==> src/rtl/control_peatonal.sv <==
`default_nettype none
// ============================================================================
// Module      : control_peatonal
// Description : Pedestrian-head driver for crossings A/B downstream of the
//               traffic-light controller, with a sticky safety fault monitor.
// Revision    : 1.0 - initial release
// ============================================================================
module control_peatonal #(
  parameter int WALK_CYC    = 8,
  parameter int FLASH_DIV   = 2,
  parameter int FLASH_STEPS = 4
) (
  input  logic       CLK,
  input  logic       RST,
  input  logic       ENB,
  input  logic [1:0] Semaforo_A,
  input  logic [1:0] Semaforo_B,
  input  logic       A_Peatonal,
  input  logic       B_Peatonal,
  output logic       Caminar_A,
  output logic       Alto_A,
  output logic [3:0] Cuenta_A,
  output logic       Caminar_B,
  output logic       Alto_B,
  output logic [3:0] Cuenta_B,
  output logic       Falla
);

  localparam int c_tmax = (WALK_CYC > FLASH_DIV) ? WALK_CYC : FLASH_DIV;
  localparam int c_tw   = (c_tmax > 1) ? $clog2(c_tmax) : 1;
  localparam logic [c_tw-1:0] c_walk_last = c_tw'(WALK_CYC - 1);
  localparam logic [c_tw-1:0] c_div_last  = c_tw'(FLASH_DIV - 1);
  localparam logic [3:0]      c_steps     = 4'(FLASH_STEPS);

  typedef enum logic [1:0] {
    NO_CAMINAR = 2'd0,
    CAMINAR    = 2'd1,
    PARPADEO   = 2'd2
  } state_t;

  logic       w_fault;
  logic       r_falla;
  logic [1:0] w_pea;

  assign w_pea = {B_Peatonal, A_Peatonal};

  // Unsafe controller combinations: both green, invalid code, or a permit
  // granted while the matching vehicle light is not red.
  assign w_fault = ((Semaforo_A == 2'b10) && (Semaforo_B == 2'b10)) ||
                   (Semaforo_A == 2'b11) || (Semaforo_B == 2'b11) ||
                   (A_Peatonal && (Semaforo_A != 2'b00)) ||
                   (B_Peatonal && (Semaforo_B != 2'b00));

  always_ff @(posedge CLK) begin
    if (RST) begin
      r_falla <= 1'b0;
    end else if (ENB && w_fault) begin
      r_falla <= 1'b1;
    end
  end

  for (genvar i = 0; i < 2; i++) begin : g_chan
    state_t          r_state;
    logic [c_tw-1:0] r_timer;
    logic            r_prev;
    logic            r_caminar;
    logic            r_alto;
    logic [3:0]      r_cuenta;

    always_ff @(posedge CLK) begin
      if (RST) begin
        r_state   <= NO_CAMINAR;
        r_timer   <= '0;
        r_prev    <= 1'b0;
        r_caminar <= 1'b0;
        r_alto    <= 1'b1;
        r_cuenta  <= 4'd0;
      end else if (ENB) begin
        r_prev <= w_pea[i];
        // A fault (new or latched) beats any request edge in the same cycle.
        if (w_fault || r_falla) begin
          r_state   <= NO_CAMINAR;
          r_timer   <= '0;
          r_caminar <= 1'b0;
          r_alto    <= 1'b1;
          r_cuenta  <= 4'd0;
        end else begin
          case (r_state)
            NO_CAMINAR: begin
              if (w_pea[i] && !r_prev) begin
                r_state   <= CAMINAR;
                r_timer   <= '0;
                r_caminar <= 1'b1;
                r_alto    <= 1'b0;
                r_cuenta  <= 4'd0;
              end
            end
            CAMINAR: begin
              if (!w_pea[i]) begin
                r_state   <= NO_CAMINAR;
                r_timer   <= '0;
                r_caminar <= 1'b0;
                r_alto    <= 1'b1;
                r_cuenta  <= 4'd0;
              end else if (r_timer == c_walk_last) begin
                r_state   <= PARPADEO;
                r_timer   <= '0;
                r_caminar <= 1'b0;
                r_alto    <= c_steps[0];
                r_cuenta  <= c_steps;
              end else begin
                r_timer <= r_timer + 1'b1;
              end
            end
            PARPADEO: begin
              if (!w_pea[i]) begin
                r_state  <= NO_CAMINAR;
                r_timer  <= '0;
                r_alto   <= 1'b1;
                r_cuenta <= 4'd0;
              end else if (r_timer == c_div_last) begin
                r_timer <= '0;
                if (r_cuenta == 4'd1) begin
                  r_state  <= NO_CAMINAR;
                  r_alto   <= 1'b1;
                  r_cuenta <= 4'd0;
                end else begin
                  // Don't-walk is lit on odd countdown values.
                  r_alto   <= ~r_cuenta[0];
                  r_cuenta <= r_cuenta - 4'd1;
                end
              end else begin
                r_timer <= r_timer + 1'b1;
              end
            end
            default: begin
              r_state   <= NO_CAMINAR;
              r_timer   <= '0;
              r_caminar <= 1'b0;
              r_alto    <= 1'b1;
              r_cuenta  <= 4'd0;
            end
          endcase
        end
      end
    end
  end

  assign Caminar_A = g_chan[0].r_caminar;
  assign Alto_A    = g_chan[0].r_alto;
  assign Cuenta_A  = g_chan[0].r_cuenta;
  assign Caminar_B = g_chan[1].r_caminar;
  assign Alto_B    = g_chan[1].r_alto;
  assign Cuenta_B  = g_chan[1].r_cuenta;
  assign Falla     = r_falla;

endmodule
`default_nettype wire
==> config.mk <==
export PLATFORM = sky130hd
export DESIGN_NAME = control_peatonal
export DESIGN_NICKNAME = d
export VERILOG_FILES = /design/src/rtl/control_peatonal.sv
export SDC_FILE = /design/constraint.sdc
export NUM_CORES = 1
export LEC_CHECK = 0
export CORE_MARGIN = 4
export CORE_UTILIZATION = 51
export DETAILED_ROUTE_END_ITERATION = 10
export GPL_ROUTABILITY_DRIVEN = 0
export PLACE_DENSITY = 0.74
export RECOVER_POWER = 25
export SETUP_SLACK_MARGIN = 0.5
export SYNTH_ARGS = -nofsm -noshare
export SYNTH_HDL_FRONTEND = slang
export SYNTH_SLANG_ARGS = --single-unit
==> constraint.sdc <==
create_clock -name CLK -period 5.1 [get_ports CLK]
set_input_delay 0.51 -clock CLK [delete_from_list [all_inputs] [get_ports CLK]]
set_output_delay 0.51 -clock CLK [all_outputs]
set_load 0.005 [all_outputs]
# [Yosys cells after proc, flatten, opt, wreduce, memory -nomap -nowiden]
# Index checks and enable logic that the tools add are counted.
[classes] n_mux=70 bitwise_logic=2 n_reduce_logical=25 addsub=4 n_eq_ne=24
[op_table] cell="4-bit 2-to-1 mux" count=14
[op_table] cell="3-bit 2-to-1 mux" count=12
[op_table] cell="2-bit 2-to-1 mux" count=14
[op_table] cell="4-bit != test, second input constant" count=6
[op_table] cell="4-bit one-hot mux with 3 select lines" count=2
[op_table] cell="1-bit 2-to-1 mux" count=20
[op_table] cell="3-bit one-hot mux with 3 select lines" count=2
[op_table] cell="4-bit AND reduction" count=4
[op_table] cell="2-bit equality test, second input constant" count=6
[op_table] cell="1-bit one-hot mux with 3 select lines" count=4
[op_table] cell="2-bit one-hot mux with 3 select lines" count=2
[op_table] cell="5-bit AND reduction" count=2
[op_table] cell="4-bit by 1-bit equality test with 1-bit output, second input constant" count=2
[op_table] cell="4-bit by 1-bit subtractor with 4-bit output, second input constant" count=2
[op_table] cell="3-bit by 1-bit adder with 3-bit output, second input constant" count=2
[op_table] cell="3-bit by 1-bit equality test with 1-bit output, second input constant" count=2
[op_table] cell="3-bit equality test, second input constant" count=2
[op_table] cell="1-bit logical AND" count=6
[op_table] cell="3-bit != test, second input constant" count=2
[op_table] cell="1-bit logical OR" count=5
[op_table] cell="2-bit by 1-bit equality test with 1-bit output, second input constant" count=2
[op_table] cell="2-bit logical NOT" count=2
[op_table] cell="2-bit != test, second input constant" count=2
[op_table] cell="2-bit AND reduction" count=2
[op_table] cell="3 further kinds" count=6
[word_totals] ff_bits=25

# [Depth between registers and ports, before layout]
[logic_depth] ltp_word=9 ltp_mapped=7

# [Worst setup path after synthesis]
# No wires, ideal clock.
[synth_path] path_type="reg-to-reg" start="register g_chan[0].r_state[0]" end="register g_chan[0].r_cuenta[3] (netlist: Cuenta_A[3])" synth_period_minus_slack_ns=2.272 n_path_buf=0 slack_ns=2.828 setup_time_ns=0.074 path_stages_with_launch=7 arrival_ns=2.198 t_required_ns=5.026 cell_sequence="dfxtp_1 > inv_1 > ha_1 > or4b_1 > or4b_4 > or4_1 > o21ai_0"
[synth_via] elab_chain_len=3 word_cells_on_any_way=9 cone_classes="5 x eq/ne; 2 x mux; 2 x reduce/logical"
[synth_rtl] item="start, declared" line="63" source="state_t r_state;"
[synth_rtl] item="start signal, assigned" line="72" source="r_state <= NO_CAMINAR;"
[synth_rtl] item="start signal, assigned" line="82" source="r_state <= NO_CAMINAR;"
[synth_rtl] item="start signal, assigned" line="91" source="r_state <= CAMINAR;"
[synth_rtl] item="2-bit equality test, or another cell as far along" line="88" source="case (r_state)"
[synth_rtl] item="4-bit != test (no source line), or another cell as far along"
[synth_rtl] item="4-bit AND reduction (no source line) / 4-bit 2-to-1 mux (equally long branches)"
[synth_rtl] item="end signal, assigned" line="110" source="r_cuenta <= c_steps;"
[synth_rtl] item="end signal, assigned" line="130" source="r_cuenta <= r_cuenta - 4'd1;"
[synth_rtl] item="end, declared" line="68" source="logic [3:0] r_cuenta;"
# Several ways; a longest one is shown, not always the timed one.
# A chain may end at the register's enable or synchronous reset.

# [Worst setup path after layout]
[layout_path] start="input port A_Peatonal" end="register g_chan[0].r_timer[2]"
[layout_via] elab_chain_len=6 word_cells_on_any_way=11 cone_classes="1 x eq/ne; 4 x mux; 6 x reduce/logical"
[layout_rtl] item="start, declared" line="18" source="input logic A_Peatonal,"
[layout_rtl] item="1-bit logical AND" line="51" source="(A_Peatonal && (Semaforo_A != 2'b00)) ||"
[layout_rtl] item="1-bit logical OR" line="50" source="(Semaforo_A == 2'b11) || (Semaforo_B == 2'b11) ||"
[layout_rtl] item="1-bit logical OR" line="51"
[layout_rtl] item="1-bit logical OR" line="81" source="if (w_fault || r_falla) begin"
[layout_rtl] item="3-bit != test (no source line)"
[layout_rtl] item="2-bit AND reduction (no source line)"
[layout_rtl] item="end signal, assigned" line="112" source="r_timer <= r_timer + 1'b1;"
[layout_rtl] item="end signal, assigned" line="133" source="r_timer <= r_timer + 1'b1;"
[layout_rtl] item="end, declared" line="64" source="logic [c_tw-1:0] r_timer;"
# Several ways; a longest one is shown, not always the timed one.

==> impl_metrics.yaml <==
setup_path:
  critical_path_class: "in2reg"
  endpoint_kind: "flop"
  startpoint_type: "primary input"
  worstPathMaxFanout: 10
  arrival_ns: 2.82
  crit_required_ns: 5.37
synth:
  synth_edf_count: 0
  synthFlopType: "dfxtp_1"
  ys_types: 44
  synth_warnings: 0
  seq_area_frac_synth_pct: 29.2
  synth.avg_cell_area_um2: 8.24
  synthArstFlopShare_pct: 0
  synthesis.area_um2: 1710
  synth.net_count: 236
  synthCells: 208
  synth-seq-cells: 25
route:
  viasPerCell: 5.92
  ant_nets: 0
  drt-total-wl_mm: 3.99
  drt_iter0_markers: 113
  num_vias: 1610
  firstDrtPassIters: 4
  post-route-drc-count: 0
  wl_per_cell_um: 14.7
run:
  drv_cap: 0
timing:
  finalCritPeriodShare_pct: 50.0
  final-setup-viol-count: 0
  slew_headroom_pct: 57.1
  rsz0062_at_grt: "no"
  worst_pin_slew_ns: 0.639
  fmax_mhz: 392
  finalHoldViolations: 0
  tns_ns: 0
  finClkSkew_ns: 0.00174
  drv_slew: 0
  fin_crit_ns: 2.55
floorplan:
  fp-row-count: 20
  ios: 22
  dieArea_um2: 4350
  die_h_um: 66.0
  initial_core_util_pct: 54.8
  die_w_um: 66.0
  fp.coreArea_um2: 3130
placement:
  placed_area_um2: 1960
  dp_hpwl_mm: 3.06
  numPortBuffers: 21
clock_tree:
  clk_latency_ns: 0.32
  cts.path.max_buffers: 2
  cts_htree_levels: 1
  postCtsHoldBufs: 0
  tritoncts: "yes"
  cts_buffers: 3
  root_buffer: "clkbuf_4"
  cts.sinks: 25
  post-cts-setup-buffer-count: 0
  cts_resized: 0
  path_clk_slew_ns: 0.14
power:
  power_leakage_nw: 0.772
  powerDensity_nw_per_um2: 174
  power_w: 0.000346
  ir_drop_mv: 0.0915
global_route:
  grt_pass1_vias: 1531
  grt_pass1_wl_mm: 6.78
  grt.overflow.total: 0
  grt.total_usage_pct: 19.4
  antenna_found_initial: 0
  grt_max_degree: 25
hold_path:
  hold_class: "reg2reg"
layout:
  final_cell_area_um2: 1990
  layout_common_cells: "dfxtp_1, nand2_1, inv_1, ha_1, a21oi_1"
  nets: 257
  drive_above_1_share_pct: 3.95
  syn_to_final_growth_pct: 15.8
  fillCellCount: 301
  diodes: 0
  layout_commonest_cell: "dfxtp_1"
run_status:
  outcome: "complete, no violations"
## cells in the mapped netlist, drive strengths merged, types with 3 or more instances
master / count / share of area [%]
a211oi: 3 / 1.3
clkbuf: 4 / 0.88
a31oi: 3 / 1.1
dfxtp: 25 / 29
nand2: 22 / 4.8
ha: 19 / 14
and2: 4 / 1.5
nand3b: 9 / 3.9
mux2i: 3 / 1.8
o21ai: 10 / 2.9
o41ai: 3 / 1.5
nand2b: 10 / 3.6
nand3: 10 / 2.9
a21oi: 16 / 4.7
a221oi: 3 / 1.5
o31ai: 6 / 2.6
nor2: 5 / 1.1
inv: 19 / 4.2
and3: 3 / 1.1
## routing by layer
| metal | GRT usage, % | part of all wire [%] | vias up |
|---|---|---|---|
| li1 | - | - | 797 |
| met1 | 22.5 | 44 | 765 |
| met2 | 36.2 | 50 | 42 |
| met3 | 2.89 | 4.8 | 6 |
| met4 | 5.84 | 1.1 | 0 |
| met5 | 0 | 0 | - |
## worst paths after layout
check | from | end | slack (ns) | depth (start not counted)
hold reg to reg | g_chan[0].r_state[1] | g_chan[0].r_state[1] | 0.49 | 2
hold / removal | g_chan[0].r_state[1] | g_chan[0].r_state[1] | 0.49 | 2
setup / recovery | A_Peatonal | g_chan[0].r_timer[2] | 2.55 | 6
setup reg to reg | g_chan[0].r_state[0] | Cuenta_A[3] | 2.66 | 6
## worst max-delay path, stage by stage
cell             delay [ns]
clkdlybuf4s50_1        0.58
or3_4                  0.49
a2111oi_4              0.49
nand2_1                0.18
a2111oi_0              0.42
a21o_1                 0.14
## cell families after synthesis
kind of cell,after synthesis,synth area share (%)
and+or+nand+nor,80,26.7
DFF,25,29.2
buffers and inverters,25,5.77
AOI/OAI and AO/OA,54,21.5
adders and majority gates,20,14.5
muxes,4,2.41
## power breakdown
part	internal (W)	switching [W]	leakage [nW]	total (W)
Combinational	0.0000224	0.0000299	0.554	0.0000523
Sequential	0.000199	0.00000322	0.202	0.000202
Clock	0.0000306	0.0000610	0.0150	0.0000916
Total	0.000252	0.0000941	0.772	0.000346
## per-stage QoR
stage	util, %	instances	hold WS [ns]	worst slack, ns
detailed placement	62.6	268	0.473	2.25
finish	63.5	272	0.490	2.55
global route	63.5	272	0.517	2.30
floorplan	-	208	0.444	2.83
global placement	62.6	268	0.457	2.30
CTS	63.5	272	0.494	2.59
## registers in the layout, indices dropped and copies added (netlist names)
register and count:
g_chan.r_timer 6, Cuenta_A 4, Cuenta_B 4, g_chan.r_state 4, g_chan.r_prev 2, Alto_A 1
Alto_B 1, Caminar_A 1, Caminar_B 1, Falla 1
## area by class of cell
cell class,count,area [um2],area share [%]
well taps,44,55.1,2.77
inverters,19,71.3,3.59
flip-flops and latches,25,500,25.2
multi-input cells,158,1110,56.1
clock buffers,4,26.3,1.32
repair buffers,22,218,11.0
Power figures use the tool's default switching activity.
